[config.mk]
export PLATFORM = sky130hd
export DESIGN_NAME = sync_fifo
export DESIGN_NICKNAME = d
export VERILOG_FILES = /design/src/rtl/fpu_result_checker_sync_fifo.sv
export SDC_FILE = /design/constraint.sdc
export NUM_CORES = 1
export LEC_CHECK = 0
export ABC_AREA = 1
export ABC_CLOCK_PERIOD_IN_PS = 4600
export BUFFER_PORTS_ARGS = -buffer_cell sky130_fd_sc_hd__buf_2
export CORE_MARGIN = 1.5
export CORE_UTILIZATION = 29
export CTS_BUF_LIST = sky130_fd_sc_hd__clkbuf_8
export DETAILED_ROUTE_END_ITERATION = 7
export SLEW_MARGIN = 20
export SYNTH_ARGS = -nofsm -noshare
export SYNTH_HDL_FRONTEND = slang
export SYNTH_SLANG_ARGS = --single-unit
[constraint.sdc]
create_clock -name clk -period 4.6 [get_ports clk]
set_input_delay 0.92 -clock clk [delete_from_list [all_inputs] [get_ports clk]]
set_output_delay 0.92 -clock clk [all_outputs]
set_load 0.01 [all_outputs]
[src/rtl/fpu_result_checker_sync_fifo.sv]
// sync_fifo: single-clock queue of expected words.
// Ports: clk/rst (async active-high), clear (sync flush), wr_en/wr_data push
// side, rd_en pops the head, rd_data shows the head combinationally,
// occupancy/full/empty reflect registered state only.
// A push while full is ignored even if a pop happens in the same cycle.
module sync_fifo #(
    parameter int WIDTH = 32,
    parameter int DEPTH = 16
) (
    input  logic                       clk,
    input  logic                       rst,
    input  logic                       clear,
    input  logic                       wr_en,
    input  logic [WIDTH-1:0]           wr_data,
    input  logic                       rd_en,
    output logic [WIDTH-1:0]           rd_data,
    output logic [$clog2(DEPTH):0]     occupancy,
    output logic                       full,
    output logic                       empty
);
    localparam int AW    = $clog2(DEPTH);
    localparam int OCC_W = AW + 1;

    logic [WIDTH-1:0] mem [DEPTH];
    logic [AW-1:0]    wr_ptr;
    logic [AW-1:0]    rd_ptr;
    logic             do_wr;
    logic             do_rd;

    assign full    = (occupancy == OCC_W'(DEPTH));
    assign empty   = (occupancy == '0);
    assign do_wr   = wr_en && !full;
    assign do_rd   = rd_en && !empty;
    assign rd_data = mem[rd_ptr];

    // DEPTH is a power of two, so pointer overflow is the modulo wrap.
    always_ff @(posedge clk or posedge rst) begin
        if (rst) begin
            wr_ptr    <= '0;
            rd_ptr    <= '0;
            occupancy <= '0;
        end else if (clear) begin
            wr_ptr    <= '0;
            rd_ptr    <= '0;
            occupancy <= '0;
        end else begin
            if (do_wr) wr_ptr <= wr_ptr + AW'(1);
            if (do_rd) rd_ptr <= rd_ptr + AW'(1);
            case ({do_wr, do_rd})
                2'b10:   occupancy <= occupancy + OCC_W'(1);
                2'b01:   occupancy <= occupancy - OCC_W'(1);
                default: occupancy <= occupancy;
            endcase
        end
    end

    always_ff @(posedge clk) begin
        if (do_wr && !clear) mem[wr_ptr] <= wr_data;
    end

endmodule

==> qor_table.md, run 1 <==
| Quantity | Reported |
|:---|:---|
| Filler-free cell count of the finished design | 2705 |
| Share of Yosys cell area claimed by the top area cell type | 0.733 |
| Routed via count divided by cell count | 4.84 |
| Area of the die | 74000 um^2 |
| Data required time of the critical path | 3680 ps |
| Synth cell types | 27 |
| Worst R2R End | mem[9][25]$_DFFE_PP_ |
| Effective utilization at floorplan | 0.293 |
| Critical Path Fanout Max | 69 |
| Setup TNS after final layout | 0 ps |
| Internal Power | 0.00818 W |
| Residual DRC count | 0 |
| Hold buffer count at CTS | 0 |
| Design area | 24000 um^2 |
| Worst hold slack | 363 ps |
| Endpoint type of the worst setup path | output pin |
| Number of cells produced by synthesis | 1616 |
| Layout cell share with drive strength beyond 1 | 0.129 |
| Half-perimeter wire length after detailed placement | 27100 um |
| Total area of sequential cells | 15700 um^2 |
| Maxcap violations | 0 |
| CTS tree | done |
| Worst slew margin | 0.293 |
| Floorplan die width | 272 um |
| GRT Resource Usage Total | 0.139 |
| Multi-input logic area | 4700 um^2 |
| # resized after CTS | 0 |
| Placed instance area | 22600 um^2 |
| PwrDens | 511 nW/um^2 |
| Most frequent cells in the layout | edfxtp_1, nor2_1, o21ai_0 |
| Relative area change from synthesis to final layout | 14.2% |
| Number of slew-limit violations in the final report | 0 |
| Launching point of the worst reg2reg path | occupancy[3]$_DFFE_PP0P_ |
| Net Sw Power | 0.00406 W |
| Total of buffers placed on input and output ports | 75 |
| Height of the chip | 272 um |
| Final weighted congestion in routability-driven placement | 0.742 |
| Peak Freq | 249 MHz |
| Count of final setup violators | 0 |
| Met3 wire len | 2840 um |
| Cts bufs inserted | 82 |
| Switching power as a share of total power | 0.332 |
| Drt first pass iters | 7 |
| Top cell type by total area after synthesis | edfxtp_1 |
| Number of hold-slack violations in the final timing report | 0 |
| RSZ-0062 raised after global routing | false |
| Portion of total power attributed to combinational logic | 0.272 |
| Residual overflow from global routing | 0 |
| WL per Instance | 19.2 um |
| Total via count after detailed routing | 13.1k |
| Antenna violations before repair | 4 |
| Insertion delay to the later sink of the worst-skew pair | 620 ps |
| Worst reg2reg path depth | 7 |
| LEAKAGE | 7.82 nW |
| Final #Nets | 1748 |
| Cell at the root of the clock tree | clkbuf_8 |
| Period utilisation layout | 0.872 |
| Metal-1 WL | 23100 um |
| Worst VDD drop | 0.486 mV |
| Reg-to-reg slack, setup | 2010 ps |
| Number of top-level pins | 76 |
| Syn_nets | 1662 |
| Initial DRC Count | 972 |
| Run status | completed |
| Top routing layer used | met5 |
| Most common library cell in the layout ignoring fill and taps | edfxtp_1 |
| Yosys warnings | 0 |
| Post-CTS Setup Repair Bufs | 0 |
| Critical path data arrival time | 3090 ps |
| Number of synthesized register bits | 525 |
| Clock period minus worst slack | 4010 ps |
| Worst setup SP type | register |
| Vias in the first global route | 12.7k |
| Wire length on met2 | 24900 um |
| Global-route wire length before repair | 78500 um |
| Share of total power in sequential cells | 0.444 |
| Part of the power in the clock network | 0.284 |
| Clock slew at reported path FFs | 60 ps |
| Largest cells by area after synthesis | edfxtp_1, nor2_1, o21ai_0 |
| Class of the worst hold path | in2async |
| Clk_skew | 21.0 ps |
| Pin count of the biggest net entering global routing | 209 |
| Crit path kind | reg2out |
| Total detailed-routing wirelength | 52000 um |
| Post-synthesis area per instance | 13.0 um^2 |
| Share of synthesized area occupied by flip-flops and latches | 0.748 |
| Cell Count Post-Placement | 2568 |
| Post-route ant nets | 0 |
| Clock tree sinks | 525 |
| Pin slew with the least headroom to its limit | 1060 ps |
| Filler instances | 6884 |
| H-tree level count | 3 |
| Cell row count | 98 |
| Post-synth design cell area | 21000 um^2 |
| Number of buffers between clock root and the deepest sink | 3 |
| Area inside the core boundary | 71500 um^2 |
synthesized netlist by cell type:
cell type and instances:
buf_1 3, o21ai_1 26, a21oi_1 29, clkbuf_1 47
nand2_2 2, clkbuf_2 10, nand3_1 77, dfrtp_1 13
nand4_1 1, clkinv_1 1, nand3b_1 1, o21ai_0 236
inv_1 41, xnor2_1 1, a211oi_1 1, o211ai_1 128
buf_4 7, nor2_1 361, nand2_1 64, nor3_1 3
inv_2 3, edfxtp_1 512, ha_1 8, fa_1 1
buf_2 32, buf_6 7, or2_2 1
worst max-delay path, stage by stage, from the launching register on:
cell and delay, ps:
dfrtp_4 680, inv_6 490, buf_12 360, nor2_1 70, o211ai_1 270, nand3_1 120
nand2_1 220, buf_2 180
power groups by stage:
stage                     Sequential, W  Combinational (W)  Clock, W
after detailed placement        0.00554            0.00338         0
after floorplan                 0.00548            0.00241         0
final                           0.00544            0.00333   0.00347
after CTS                       0.00544            0.00339   0.00356
after global placement          0.00553            0.00330         0
after global routing            0.00545            0.00376   0.00376
cells by family (layout without fill, tap and decap cells):
group                      after synthesis  count (layout)  share of synthesized area
adders and majority gates                9               9                    0.00573
DFF                                    525             525                      0.748
xor gates and xnor gates                 1               1                   0.000418
AOI/OAI and AO/OA                      420             420                      0.116
other                                    0               1                          0
and+or+nand+nor                        510             510                     0.0967
buffers and inverters                  151             289                     0.0333
layer usage:
metal / global-route usage / vias up
li1: - / 6090
met1: 0.187 / 6550
met2: 0.227 / 343
met3: 0.0264 / 108
met4: 0.0434 / 8
met5: 0 / -
worst max path at each step:
stage | start | endpoint | slack, ps | cells after the start
2_1_floorplan | clear | mem[15][0]$_DFFE_PP_ | 1330 | 4
3_3_place_gp | rd_ptr[0]$_DFFE_PP0P_ | rd_data[26] | 1230 | 9
3_5_place_dp | rd_ptr[0]$_DFFE_PP0P_ | rd_data[26] | 1230 | 7
4_1_cts | rd_ptr[0]$_DFFE_PP0P_ | rd_data[26] | 550 | 7
5_1_grt | rd_ptr[0]$_DFFE_PP0P_ | rd_data[25] | 350 | 9
6_report | rd_ptr[0]$_DFFE_PP0P_ | rd_data[27] | 590 | 7
metrics by stage:
| step | util | power [W] | setup slack, ps |
|---|---|---|---|
| CTS | 0.335 | 0.0124 | 553 |
| floorplan | - | 0.00789 | 1330 |
| detailed placement | 0.316 | 0.00892 | 1230 |
| finish | 0.335 | 0.0122 | 587 |
| global route | 0.335 | 0.0130 | 352 |
| global placement | 0.316 | 0.00884 | 1230 |
flip-flops by register name (all words and copies together), names as in the netlist:
name	flops
mem	512
occupancy	5
rd_ptr	4
wr_ptr	4
area by class of cell:
type	instances	area share
diodes	1	0.000104
clock buffers	86	0.0494
clock inverters	50	0.00924
inverters	45	0.00726
multi-input cells	940	0.196
flip-flops and latches	525	0.655
well taps	950	0.0496
repair buffers	108	0.0328
No activity file was read; power rests on OpenSTA's default activity.
==> run 2, diff against run 1 <==
CORE_ASPECT_RATIO = 1.1   (was default)
==> run 2 against run 1 <==
  * Routed wire length down 0.69%
  * Highest routed layer unchanged
  * Design area is essentially flat
  * Largest power group unchanged
  * Hold slack worse by 47 ps
  * Register-to-register slack got worse by 40 ps
  * Clock power up 3%
  * Combinational power grew 1%
==> qor_table.md, run 2 (synthesis gave the netlist of run 1 again) <==
| Quantity | Reported | vs previous |
|:---|:---|:---|
| Number of buffers between clock root and the deepest sink | 3 | unchanged |
| Most frequent cells in the layout | edfxtp_1, nor2_1, o21ai_0 |  |
| Total design power | 0.0124 W | +1.0% |
| WL per Instance | 19.1 um | -0.44% |
| Setup TNS after final layout | 0 ps | unchanged |
| Cell family with the largest share of critical-path delay | buffers and inverters |  |
| Final #Nets | 1741 | -0.40% |
| Critical Path Fanout Max | 96 | +39% |
| Global-route wire length before repair | 79300 um | +1.0% |
| Combined buffer and inverter count along the critical path | 2 | -1 |
| Cts bufs inserted | 77 | -6.1% |
| Effective utilization at floorplan | 0.293 | -0.000687 |
| Class of the worst hold path | in2async |  |
| Height of the chip | 285 um | +4.8% |
| Pin slew with the least headroom to its limit | 1070 ps | +11.0 ps |
| Total detailed-routing wirelength | 51600 um | -0.69% |
| Vias in the first global route | 13.1k | +3.2% |
| Initial DRC Count | 1199 | +23% |
| Clock slew at reported path FFs | 60 ps | about the same |
| Maximum cell stage delay along the critical path | 760 ps | +80 ps |
| Count of final setup violators | 0 | unchanged |
| Design area | 24000 um^2 | about the same |
| Worst slew margin | 0.286 | -0.00732 |
| Cell Count Post-Placement | 2561 | -0.27% |
| Layout cell share with drive strength beyond 1 | 0.133 | +0.00357 |
| Clock period minus worst slack | 3930 ps | -78.2 ps |
| Filler instances | 7041 | +2.3% |
| Total via count after detailed routing | 13.1k | +0.25% |
| Pin count of the biggest net entering global routing | 209 | unchanged |
| Cell row count | 103 | +5.1% |
| Residual overflow from global routing | 0 | unchanged |
| Biggest regs | mem: 512 flops, occupancy: 5 flops |  |
| Final Core Density | 0.334 | -0.000994 |
| Run status | completed |  |
| PwrDens | 516 nW/um^2 | +1.1% |
| # resized after CTS | 0 | unchanged |
| Number of top-level pins | 76 | unchanged |
| Area of the die | 74000 um^2 | about the same |
| Endpoint type of the worst setup path | output pin |  |
| Total of buffers placed on input and output ports | 75 | unchanged |
| Number of hold-slack violations in the final timing report | 0 | unchanged |
| Worst VDD drop | 0.488 mV | +0.34% |
| Relative area change from synthesis to final layout | 14.2% | about the same |
| Insertion delay to the later sink of the worst-skew pair | 650 ps | +30 ps |
| Clk_skew | 26.0 ps | +5.04 ps |
| Most common library cell in the layout ignoring fill and taps | edfxtp_1 |  |
| Placed instance area | 22500 um^2 | -0.26% |
| Critical path data arrival time | 3010 ps | -80 ps |
| Residual DRC count | 0 | unchanged |
| Peak Freq | 254 MHz | +2.0% |
| Slowest library cell on the worst path | buf_4 |  |
| CTS tree | done |  |
| Data required time of the critical path | 3680 ps | about the same |
| Hold buffer count at CTS | 0 | unchanged |
| Worst setup SP type | register |  |
| Drt first pass iters | 5 | -2 |
| Post-route ant nets | 0 | unchanged |
| GRT Resource Usage Total | 0.140 | +0.000617 |
| Top register by number of flip-flops | mem |  |
| Post-CTS Setup Repair Bufs | 0 | unchanged |
| Number of slew-limit violations in the final report | 0 | unchanged |
| Clock tree sinks | 525 | unchanged |
| Cell at the root of the clock tree | clkbuf_8 |  |
| LEAKAGE | 7.85 nW | +0.40% |
| Worst reg2reg path depth | 7 | unchanged |
| Number of flip-flops in the largest register | 512 | unchanged |
| Crit path kind | reg2out |  |
| RSZ-0062 raised after global routing | false |  |
| H-tree level count | 3 | unchanged |
| Area inside the core boundary | 71700 um^2 | +0.23% |
| Routed via count divided by cell count | 4.87 | +0.51% |
| Cell-by-cell listing of the critical path | buf_4 > o21ai_1 > o211ai_1 > nand3_1 > nand2_1 > buf_2 |  |
| Filler-free cell count of the finished design | 2698 | -0.26% |
| Floorplan die width | 259 um | -4.6% |
| Half-perimeter wire length after detailed placement | 26300 um | -2.8% |
| Cell depth of the worst setup path | 6 | -1 |
| Period utilisation layout | 0.855 | -0.0170 |
| Maxcap violations | 0 | unchanged |
| Antenna violations before repair | 7 | +3 |
| Final weighted congestion in routability-driven placement | 0.749 | +0.88% |
==> run 2: worst register-to-register path: stages, from the launching register on <==
cell	delay, ps
dfrtp_1	440
nor2_1	90
nand3_1	90
nand2_1	170
inv_2	180
nand2_1	260
nor2_4	790
buf_4	310
==> run 2: area by class of cell <==
class	instances	area [um^2]	share of cell area
sequential	525	15700	0.656
multi-input combinational	940	4700	0.196
tap	945	1180	0.0494
clock buffer	80	1100	0.0460
timing repair buffer	106	733	0.0306
clock inverter	56	348	0.0145
inverter	45	174	0.00726
antenna	1	2.50	0.000104
==> run 2: metal layers <==
metal | share of wire | vias up | wire length [um] | global-route usage
met3 | 0.057 | 99 | 2950 | 0.0239
met1 | 0.44 | 6542 | 22700 | 0.189
li1 | - | 6073 | - | -
met2 | 0.47 | 406 | 24500 | 0.223
met4 | 0.027 | 12 | 1410 | 0.0551
met5 | 0.0016 | - | 84 | 0
==> run 2: path summary, 6_finish.rpt <==
check,slack [ps],from,to
min in group clk,530,clear,rd_ptr[1]$_DFFE_PP0P_
hold / removal,320,rst,rd_ptr[1]$_DFFE_PP0P_
hold reg to reg,570,occupancy[3]$_DFFE_PP0P_,occupancy[3]$_DFFE_PP0P_
setup / recovery,670,rd_ptr[0]$_DFFE_PP0P_,rd_data[18]
setup reg to reg,1970,occupancy[0]$_DFFE_PP0P_,mem[5][11]$_DFFE_PP_
max in group asynchronous,3870,rst,rd_ptr[0]$_DFFE_PP0P_
==> run 2: where the power goes <==
group / switching, W / leakage, nW / internal [W]
combinational: 0.00230 / 2.22 / 0.00108
sequential: 0.0000794 / 4.78 / 0.00534
clock: 0.00174 / 0.849 / 0.00184
total: 0.00411 / 7.85 / 0.00826
==> run 2: through the flow <==
step	worst slack [ps]	hold slack, ps
6_report	665	316
5_1_grt	424	348
4_1_cts	589	295
3_5_place_dp	1320	550
3_3_place_gp	1310	543
2_1_floorplan	1330	552
